[src/rtl/uart_pkg.sv]
`default_nettype none
// +--------------------------------------------------------------------------+
// | Module  : uart_pkg                                                       |
// | Brief   : Baud-select codes, divisor table and sequencer state encoding. |
// | Rev     : 1.0                                                            |
// +--------------------------------------------------------------------------+
package uart_pkg;

    localparam int          CNT_W       = 13;
    localparam logic [2:0]  C_SEL_9600   = 3'd0;
    localparam logic [2:0]  C_SEL_19200  = 3'd1;
    localparam logic [2:0]  C_SEL_38400  = 3'd2;
    localparam logic [2:0]  C_SEL_57600  = 3'd3;
    localparam logic [2:0]  C_SEL_115200 = 3'd4;

    typedef enum logic [1:0] {
        ST_IDLE = 2'd0,
        ST_HALF = 2'd1,
        ST_BIT  = 2'd2
    } state_t;

    function automatic int unsigned baud_of(input logic [2:0] sel);
        case (sel)
            C_SEL_9600:  return 32'd9600;
            C_SEL_19200: return 32'd19200;
            C_SEL_38400: return 32'd38400;
            C_SEL_57600: return 32'd57600;
            default:     return 32'd115200;
        endcase
    endfunction

    // Rounded clock-cycles-per-bit; only ever evaluated on constants.
    function automatic logic [CNT_W-1:0] div_of(input int unsigned clk_hz, input logic [2:0] sel);
        int unsigned b;
        b = baud_of(sel);
        return CNT_W'((clk_hz + b / 2) / b);
    endfunction

endpackage
`default_nettype wire

[src/rtl/uart_rx_ctrl_if.sv]
`default_nettype none
// +--------------------------------------------------------------------------+
// | Module  : uart_rx_ctrl_if                                                |
// | Brief   : Valid/ready delivery channel from the receive controller.      |
// | Rev     : 1.0                                                            |
// +--------------------------------------------------------------------------+
interface uart_rx_ctrl_if;
    logic [7:0] out_data;
    logic       out_valid;
    logic       out_ready;

    modport master (output out_data, output out_valid, input out_ready);
    modport slave  (input out_data, input out_valid, output out_ready);
endinterface
`default_nettype wire

[src/rtl/uart_baud_tick.sv]
`default_nettype none
// +--------------------------------------------------------------------------+
// | Module  : uart_baud_tick                                                 |
// | Brief   : Clearable up-counter giving half-period and full-period ticks. |
// | Rev     : 1.0                                                            |
// +--------------------------------------------------------------------------+
module uart_baud_tick #(
    parameter int W = 13
) (
    input  logic         clk,
    input  logic         rst_n,
    input  logic         clr_i,
    input  logic         full_i,
    input  logic [W-1:0] div_i,
    output logic         half_tick_o,
    output logic         full_tick_o
);
    localparam logic [W-1:0] C_ONE = W'(1);

    logic [W-1:0] cnt_q;
    logic [W-1:0] cnt_d;
    logic [W-1:0] half_w;

    assign half_w      = div_i >> 1;
    assign half_tick_o = ~full_i & (cnt_q == half_w - C_ONE);
    assign full_tick_o =  full_i & (cnt_q == div_i  - C_ONE);

    // Either tick restarts the count so the next period begins at zero.
    always_comb begin
        cnt_d = cnt_q + C_ONE;
        if (clr_i || half_tick_o || full_tick_o) begin
            cnt_d = '0;
        end
    end

    always_ff @(posedge clk or negedge rst_n) begin
        if (!rst_n) begin
            cnt_q <= '0;
        end else begin
            cnt_q <= cnt_d;
        end
    end
endmodule
`default_nettype wire

[src/rtl/uart_rx_ctrl.sv]
`default_nettype none
// +--------------------------------------------------------------------------+
// | Module  : uart_rx_ctrl                                                   |
// | Brief   : UART receive baud sequencer, frame check and byte delivery.    |
// | Rev     : 1.0                                                            |
// +--------------------------------------------------------------------------+
module uart_rx_ctrl
    import uart_pkg::*;
#(
    parameter int unsigned CLK_HZ  = 50_000_000,
    parameter logic [2:0]  DEF_SEL = 3'd4
) (
    input  logic                  clk,
    input  logic                  rst_n,
    input  logic                  rs232_rx,
    input  logic                  bps_start,
    input  logic                  rx_int,
    input  logic [7:0]            rx_data,
    input  logic [2:0]            baud_sel,
    output logic                  clk_bps,
    uart_rx_ctrl_if.master        dn,
    output logic                  frame_err,
    output logic                  overrun,
    input  logic                  overrun_clr
);
    localparam logic [CNT_W-1:0] C_DIV_9600   = div_of(CLK_HZ, C_SEL_9600);
    localparam logic [CNT_W-1:0] C_DIV_19200  = div_of(CLK_HZ, C_SEL_19200);
    localparam logic [CNT_W-1:0] C_DIV_38400  = div_of(CLK_HZ, C_SEL_38400);
    localparam logic [CNT_W-1:0] C_DIV_57600  = div_of(CLK_HZ, C_SEL_57600);
    localparam logic [CNT_W-1:0] C_DIV_115200 = div_of(CLK_HZ, C_SEL_115200);
    localparam logic [CNT_W-1:0] C_DIV_DEF    = div_of(CLK_HZ, DEF_SEL);

    state_t           state_q, state_d;
    logic             rx_meta_q, rx_sync_q;
    logic             bps_q, bps_prev_q;
    logic             rx_int_q;
    logic [CNT_W-1:0] div_q, div_sel_w;
    logic [3:0]       pidx_q;
    logic             bad_q;
    logic             clk_bps_q, frame_err_q, overrun_q, out_valid_q;
    logic [7:0]       out_data_q;

    logic strobe_w, tick_clr_w, tick_full_w, half_tick_w, full_tick_w;
    logic bps_rise_w, start_w, eof_w, good_eof_w, consume_w;

    always_comb begin
        case (baud_sel)
            C_SEL_9600:   div_sel_w = C_DIV_9600;
            C_SEL_19200:  div_sel_w = C_DIV_19200;
            C_SEL_38400:  div_sel_w = C_DIV_38400;
            C_SEL_57600:  div_sel_w = C_DIV_57600;
            C_SEL_115200: div_sel_w = C_DIV_115200;
            default:      div_sel_w = C_DIV_DEF;
        endcase
    end

    assign bps_rise_w  = bps_q & ~bps_prev_q;
    assign start_w     = (state_q == ST_IDLE) & bps_rise_w;
    assign tick_full_w = (state_q == ST_BIT);

    uart_baud_tick #(.W(CNT_W)) u_tick (
        .clk         (clk),
        .rst_n       (rst_n),
        .clr_i       (tick_clr_w),
        .full_i      (tick_full_w),
        .div_i       (div_q),
        .half_tick_o (half_tick_w),
        .full_tick_o (full_tick_w)
    );

    always_comb begin
        state_d    = state_q;
        strobe_w   = 1'b0;
        tick_clr_w = 1'b0;
        case (state_q)
            ST_IDLE: begin
                tick_clr_w = 1'b1;
                if (bps_rise_w) state_d = ST_HALF;
            end
            ST_HALF: begin
                if (half_tick_w) begin
                    strobe_w = 1'b1;
                    state_d  = ST_BIT;
                end
            end
            ST_BIT: begin
                if (full_tick_w) strobe_w = 1'b1;
            end
            default: begin
                state_d    = ST_IDLE;
                tick_clr_w = 1'b1;
            end
        endcase
        if (!bps_q) begin
            state_d    = ST_IDLE;
            strobe_w   = 1'b0;
            tick_clr_w = 1'b1;
        end
    end

    always_ff @(posedge clk or negedge rst_n) begin
        if (!rst_n) begin
            state_q <= ST_IDLE;
        end else begin
            state_q <= state_d;
        end
    end

    // bps_start history resets high so a request held across reset is not a new edge.
    always_ff @(posedge clk or negedge rst_n) begin
        if (!rst_n) begin
            rx_meta_q  <= 1'b1;
            rx_sync_q  <= 1'b1;
            bps_q      <= 1'b1;
            bps_prev_q <= 1'b1;
            rx_int_q   <= 1'b0;
            div_q      <= C_DIV_DEF;
            pidx_q     <= 4'd0;
            bad_q      <= 1'b0;
            clk_bps_q  <= 1'b0;
        end else begin
            rx_meta_q  <= rs232_rx;
            rx_sync_q  <= rx_meta_q;
            bps_q      <= bps_start;
            bps_prev_q <= bps_q;
            rx_int_q   <= rx_int;
            clk_bps_q  <= strobe_w;
            if (start_w) begin
                div_q  <= div_sel_w;
                pidx_q <= 4'd0;
                bad_q  <= 1'b0;
            end else if (strobe_w) begin
                if ((pidx_q == 4'd0 && rx_sync_q) || (pidx_q == 4'd9 && !rx_sync_q)) begin
                    bad_q <= 1'b1;
                end
                if (pidx_q != 4'd10) pidx_q <= pidx_q + 4'd1;
            end
        end
    end

    assign eof_w      = rx_int_q & ~rx_int;
    assign good_eof_w = eof_w & ~bad_q;
    assign consume_w  = out_valid_q & dn.out_ready;

    always_ff @(posedge clk or negedge rst_n) begin
        if (!rst_n) begin
            out_data_q  <= 8'd0;
            out_valid_q <= 1'b0;
            frame_err_q <= 1'b0;
            overrun_q   <= 1'b0;
        end else begin
            frame_err_q <= eof_w & bad_q;
            if (good_eof_w && (!out_valid_q || dn.out_ready)) begin
                out_data_q  <= rx_data;
                out_valid_q <= 1'b1;
            end else if (consume_w) begin
                out_valid_q <= 1'b0;
            end
            if (good_eof_w && out_valid_q && !dn.out_ready) begin
                overrun_q <= 1'b1;
            end else if (overrun_clr) begin
                overrun_q <= 1'b0;
            end
        end
    end

    assign clk_bps      = clk_bps_q;
    assign frame_err    = frame_err_q;
    assign overrun      = overrun_q;
    assign dn.out_data  = out_data_q;
    assign dn.out_valid = out_valid_q;
endmodule
`default_nettype wire

[src/flat_wrapper.sv]
// flat-port wrapper written by rule: the top's interface ports become plain ports
module uart_rx_ctrl_flat import uart_pkg::*;
#(
    parameter int unsigned CLK_HZ  = 50_000_000,
    parameter logic [2:0]  DEF_SEL = 3'd4
)
  (clk, rst_n, rs232_rx, bps_start, rx_int, rx_data, baud_sel, clk_bps, frame_err, overrun, overrun_clr, dn_out_data, dn_out_valid, dn_out_ready);
  uart_rx_ctrl_if dn_i ();
  input  logic clk;
  input  logic rst_n;
  input  logic rs232_rx;
  input  logic bps_start;
  input  logic rx_int;
  input  logic [7:0] rx_data;
  input  logic [2:0] baud_sel;
  output logic clk_bps;
  output logic frame_err;
  output logic overrun;
  input  logic overrun_clr;
  output wire logic [$bits(dn_i.out_data)-1:0] dn_out_data;
  output wire logic [$bits(dn_i.out_valid)-1:0] dn_out_valid;
  input wire logic [$bits(dn_i.out_ready)-1:0] dn_out_ready;
  assign dn_out_data = dn_i.out_data;
  assign dn_out_valid = dn_i.out_valid;
  assign dn_i.out_ready = dn_out_ready;
  uart_rx_ctrl #(.CLK_HZ(CLK_HZ), .DEF_SEL(DEF_SEL)) u_core (.clk(clk), .rst_n(rst_n), .rs232_rx(rs232_rx), .bps_start(bps_start), .rx_int(rx_int), .rx_data(rx_data), .baud_sel(baud_sel), .clk_bps(clk_bps), .dn(dn_i), .frame_err(frame_err), .overrun(overrun), .overrun_clr(overrun_clr));
endmodule
[config.mk]
export PLATFORM = sky130hd
export DESIGN_NAME = uart_rx_ctrl_flat
export DESIGN_NICKNAME = d
export VERILOG_FILES = /design/src/rtl/uart_pkg.sv /design/src/rtl/uart_rx_ctrl_if.sv /design/src/rtl/uart_baud_tick.sv /design/src/rtl/uart_rx_ctrl.sv /design/src/flat_wrapper.sv
export SDC_FILE = /design/constraint.sdc
export NUM_CORES = 1
export LEC_CHECK = 0
export CAP_MARGIN = 20
export CORE_MARGIN = 1.5
export CORE_UTILIZATION = 60
export CTS_BUF_LIST = sky130_fd_sc_hd__clkbuf_4 sky130_fd_sc_hd__clkbuf_8 sky130_fd_sc_hd__clkbuf_16
export DETAILED_ROUTE_END_ITERATION = 16
export GPL_TIMING_DRIVEN = 0
export PLACE_DENSITY = 0.94
export SLEW_MARGIN = 20
export SYNTH_ARGS = -nofsm -noshare
export SYNTH_HDL_FRONTEND = slang
export SYNTH_SLANG_ARGS = --single-unit
[constraint.sdc]
create_clock -name clk -period 5.8 [get_ports clk]
set_input_delay 0.58 -clock clk [delete_from_list [all_inputs] [get_ports clk]]
set_output_delay 0.58 -clock clk [all_outputs]
set_load 0.02 [all_outputs]
; After elaboration in Yosys (flattened, before gate mapping)
; Index checks and enable logic that the tools add are counted.
[classes]
n_reduce_logical = 24
add_sub_neg = 4
n_eq_ne = 12
muxes = 22
bitwise_logic = 12
[op_table]
columns = cell, n
row1 = $pmux W13 S4, 1
row2 = $eq A13 B13 Y1, 2
row3 = $add A13 B1 Y13 const B, 1
row4 = $mux W13, 1
row5 = $sub A12 B1 Y13 const B, 1
row6 = $sub A13 B1 Y13 const B, 1
row7 = $mux W1, 12
row8 = $mux W4, 3
row9 = $reduce_bool A2 Y1, 5
row10 = $and A1 B1 Y1, 8
row11 = $eq A3 B2 Y1 const B, 2
row12 = $mux W2, 3
row13 = $ne A3 B3 Y1 const B, 2
row14 = $pmux W2 S3, 1
row15 = $logic_and A1 B1 Y1, 5
row16 = $add A4 B1 Y4 const B, 1
row17 = $eq A4 B4 Y1 const B, 1
row18 = $logic_not A4 Y1, 1
row19 = $logic_or A1 B1 Y1, 4
row20 = $ne A4 B4 Y1 const B, 1
row21 = $not A1 Y1, 4
row22 = $reduce_and A2 Y1, 2
row23 = $eq A3 B1 Y1 const B, 1
row24 = $logic_not A1 Y1, 3
row25 = other kinds (8), 8
[totals]
elab_cells = 89
ff_bits = 50
in_bits = 18
output_inout_bits = 12

; Depth between registers and ports, before layout
[logic_depth]
ltp_word = 8
mapped_depth = 11
mapped_depth_nobuf = 11

; Hierarchy
; From an unflattened synthesis, not the netlist that was laid out.
[unflattened]
hier_cells = 332
area_unflattened_um2 = 3309.4
[modules_own_cells]
columns = mod, instances, cells_per_inst, area_per_inst_um2, seq_area_each_um2
row1 = uart_baud_tick, 1, 195, 1699.1, 325.3
row2 = uart_rx_ctrl, 1, 137, 1610.3, 912.1

; Worst setup path before layout
; No wires, ideal clock.
[synth_timing]
path_type = register -> register
from = register u_core.div_q[1]
to = register u_core.pidx_q[3]
setup_ns = 0.078
arrival_ns = 2.855
required_ns = 5.722
path_buffers = 0
synth_period_minus_slack_ns = 2.932
stages_incl_launch_ff = 11
setup_slack_ns = 2.868
cell_sequence = dfstp_2 -> inv_1 -> ha_1 -> or3b_1 -> or4_1 -> xor2_1 -> xnor2_1 -> a2111oi_2 -> o21bai_1 -> or3_1 -> a21oi_1
[synth_via]
elab_chain_cells = 8
word_cells_on_any_way = 12
cone_classes = add/sub (2) / eq/ne (2) / mux (4) / bitwise (2) / reduce/logical (2)
[synth_rtl]
columns = item, line
row1 = from (decl), uart_rx_ctrl.sv:37  ; logic [CNT_W-1:0] div_q, div_sel_w;
row2 = from (signal assigned), uart_rx_ctrl.sv:129  ; div_q <= div_sel_w;
row3 = $sub A13 B1 Y13 or $sub A12 B1 Y13 (tied branches), "uart_baud_tick.sv:26, uart_baud_tick.sv:25"
row4 = $eq A13 B13 Y1 (on tied branches), "uart_baud_tick.sv:26, uart_baud_tick.sv:25"
row5 = $and A1 B1 Y1 (on tied branches), "uart_baud_tick.sv:26, uart_baud_tick.sv:25"
row6 = $mux W1 (on tied branches), "uart_rx_ctrl.sv:87, uart_rx_ctrl.sv:81"
row7 = $pmux W1 S2 *, uart_rx_ctrl.sv:75  ; case (state_q)
row8 = $mux W1 *, uart_rx_ctrl.sv:94  ; if (!bps_q) begin
row9 = $reduce_bool A2 Y1 (no line) *, -
row10 = $reduce_and A2 Y1 (no line) *, -
row11 = to (signal assigned), uart_rx_ctrl.sv:136  ; if (pidx_q != 4'd10) pidx_q <= pidx_q + 4'd1;
row12 = to (decl), uart_rx_ctrl.sv:38  ; logic [3:0] pidx_q;
; Every way passes the cells marked *; elsewhere a longest branch is shown, timed or not.
; A chain may end at the register's enable or synchronous reset.

; Worst setup path in the final report
[layout_timing]
from = register u_core.div_q[2]
to = register u_core.pidx_q[3]
; The elaborated chain is that of the path after synthesis.

==> impl_metrics.env <==
export IMPL_status="finished clean"
export IMPL_place_area_um2=3230
export IMPL_hold_viol_final=0
export IMPL_ios=30
export IMPL_antenna_found_initial=0
export IMPL_viasPerCell=6.29
export IMPL_wl_per_cell_um=17.5
export IMPL_clk_latency_ns=0.30
export IMPL_cts_buffers_inserted=5
export IMPL_track_usage_pct=28.1
export IMPL_finalPower_mw=0.923
export IMPL_design_area_um2=3320
export IMPL_synth_commonest_cells="dfrtp_1 (40), nand2_1 (31), nor2_1 (26)"
export IMPL_cp_data_arrival_time_ns=3.58
export IMPL_skew_ns=0.00852
export IMPL_fp_dieW_um=72.2
export IMPL_num_antenna_cells=0
export IMPL_synth_warnings=0
export IMPL_rr_startpoint="u_core.div_q[2]"
export IMPL_cts_resized=0
export IMPL_tightest_slew_ns=0.705
export IMPL_ctsHoldBuffers=0
export IMPL_die_h_um=72.2
export IMPL_rows=24
export IMPL_synthCells=303
export IMPL_io_buffer_count=28
export IMPL_nets=367
export IMPL_worstPathMaxFanout=6
export IMPL_hold_worst_slack_ns=0.227
export IMPL_via_count=2466
export IMPL_worstSetupPathType="register to register"
export IMPL_power_density_nw_per_um2=278
export IMPL_cts_sinks=49
export IMPL_placed_cells=384
export IMPL_rsz0062_at_grt="no"
export IMPL_grt_max_degree=31
export IMPL_post_cts_buffers=0
export IMPL_rr_worst_depth=10
export IMPL_drc_errors=0
export IMPL_finalWorstPathRequiredPeriod_ns=3.35
export IMPL_yosysMostFrequentCell="dfrtp_1"
export IMPL_worstHoldPathType="primary input to asynchronous set/reset pin"
export IMPL_startpoint_type="register"
export IMPL_yosys_top_cells_area="dfrtp_1 (35%), dfstp_2 (8.2%), xnor2_1 (6.1%), ha_1 (4.4%), nand2_1 (4.1%)"
export IMPL_fin_crit_sh_pct=57.7
export IMPL_fin_cells=392
export IMPL_tns_ns=0
export IMPL_timing_fmax_mhz=299
export IMPL_grt_pass1_wl_mm=11.4
export IMPL_r2r_end="u_core.pidx_q[3]"
export IMPL_syn_avg_cell_area_um2=9.47
export IMPL_final_layout_size_suffix_gt1_share_pct=10.9
export IMPL_syn_num_nets=331
export IMPL_syn_area_um2=2870
export IMPL_worst_ep_required_time_ns=6.03
export IMPL_ir_worst_vdd_mv=0.209
export IMPL_gr_total_overflow=0
export IMPL_dr_pass1_iters=7
export IMPL_first_global_vias=2383
export IMPL_clockBufferDepth=2
export IMPL_finalSetupViolCount=0
export IMPL_dpl_hpwl_mm=4.99
export IMPL_area_delta_synth_final_pct=15.9
export IMPL_die_area_um2=5210
export IMPL_clockRootBuffer="clkbuf_8"
export IMPL_h_tree_depth=2
export IMPL_initial_core_util_pct=64.1
export IMPL_synthFlopType="dfrtp_1"
export IMPL_rrSetupSlack_ns=2.45
export IMPL_ys_seq_area_share_pct=43.1
export IMPL_cap_viol_max_count=0
export IMPL_p_leak_nw=1.35
export IMPL_yosys_area_top_type="dfrtp_1"
export IMPL_routed_wl_mm=6.85
export IMPL_synthDistinctLibCells=54
export IMPL_synth_edf_count=0
export IMPL_dr_first_iter_drc_count=177
export IMPL_async_flop_share_pct=100
export IMPL_gp_congestion=0.972
export IMPL_synth_top_area_share_pct=34.9
export IMPL_ys_ff_latch=49
export IMPL_relSlewSlack_pct=52.5
export IMPL_core_um2=4470
export IMPL_clkTransAtPathRegs_ns=0.09
export IMPL_ant_nets=0
export IMPL_end_kind="register"
export IMPL_finalMaxSlewViolations=0
export IMPL_cts_tree="done"
==> worst max path at each step <==
stage	start	slack (ns)	end	cells after the start
floorplan	u_core.div_q[1]	2.87	u_core.pidx_q[3]	10
global placement	u_core.div_q[1]	2.63	u_core.pidx_q[3]	10
detailed placement	u_core.div_q[2]	2.55	u_core.pidx_q[3]	10
CTS	u_core.div_q[2]	2.47	u_core.pidx_q[3]	10
global route	u_core.div_q[2]	2.27	u_core.pidx_q[3]	10
finish	u_core.div_q[2]	2.45	u_core.pidx_q[3]	10
==> registers in the layout (all words and copies together), names as in the netlist <==
signal,flops
u_core.pidx_q,4
u_core.overrun,1
u_core.u_tick.cnt_q,13
u_core.dn.out_valid,1
u_core.state_q,2
u_core.rx_int_q,1
u_core.rx_meta_q,1
u_core.bps_prev_q,1
u_core.rx_sync_q,1
u_core.div_q,12
u_core.frame_err,1
u_core.dn.out_data,8
u_core.bps_q,1
u_core.clk_bps,1
u_core.bad_q,1
==> critical path, cell delays in order, from the launching register on <==
cell,delay (ns)
dfrtp_1,0.43
inv_1,0.11
ha_1,0.22
or3b_1,0.48
or4_1,0.61
xor2_1,0.18
xnor2_1,0.14
a2111oi_2,0.39
o21bai_1,0.19
or3_1,0.37
a21oi_1,0.14
==> stage by stage <==
stage          util (%)  worst slack (ns)
3_5_place_dp       72.2              2.55
6_report           74.3              2.45
5_1_grt            74.3              2.27
3_3_place_gp       71.8              2.63
4_1_cts            74.2              2.47
2_1_floorplan         -              2.87
==> cell families (layout without fill, tap and decap cells) <==
family                     after synthesis  count (layout)  share of synthesized area [%]
and+or+nand+nor                        123             123                           22.0
xor gates and xnor gates                33              33                           10.6
adders and majority gates               11              11                           4.71
DFF                                     49              49                           43.1
buffers and inverters                   30              67                           4.01
AOI/OAI and AO/OA                       47              47                           11.8
muxes                                   10              10                           3.84
==> where the power goes <==
part	switching (mW)	internal [mW]
Clock	0.113	0.0856
Sequential	0.0350	0.386
Combinational	0.174	0.129
Total	0.323	0.600
==> placed cells by master (no fill, tap or decap), types with 3 or more instances in the layout <==
cell and instances:
dfrtp_1 40, nand2_1 31, clkdlybuf4s50_1 27, nor2_1 26
xnor2_1 20, inv_1 14, clkbuf_1 14, xor2_1 12
nand3_1 11, nor3_1 10, o21ai_0 10, ha_1 10
dfstp_2 9, mux2_2 8, a21oi_1 7, or3_1 6
nor2b_1 6, nor4_1 5, clkbuf_8 5, or4_1 4
nand4_1 4, o211ai_1 3, buf_2 3, nand2b_1 3
and3_1 3
==> routing by layer <==
| metal | vias to the layer above | global-route usage [%] | share of wire [%] |
|---|---|---|---|
| li1 | 1135 | - | - |
| met1 | 1156 | 34.9 | 40 |
| met2 | 146 | 48.4 | 49 |
| met3 | 29 | 6.94 | 8.0 |
| met4 | 0 | 9.22 | 3.2 |
| met5 | - | 0 | 0 |
==> area by class of cell <==
cell class | instances | area (µm²)
Inverter | 14 | 52.6
Sequential cell | 49 | 1240
Multi-Input combinational cell | 224 | 1520
Timing Repair Buffer | 29 | 295
Fill cell | 273 | 1150
Clock buffer | 5 | 68.8
Buffer | 16 | 62.6
Tap cell | 52 | 65.1
Clock inverter | 3 | 21.3
No activity file was read; power rests on OpenSTA's default activity.
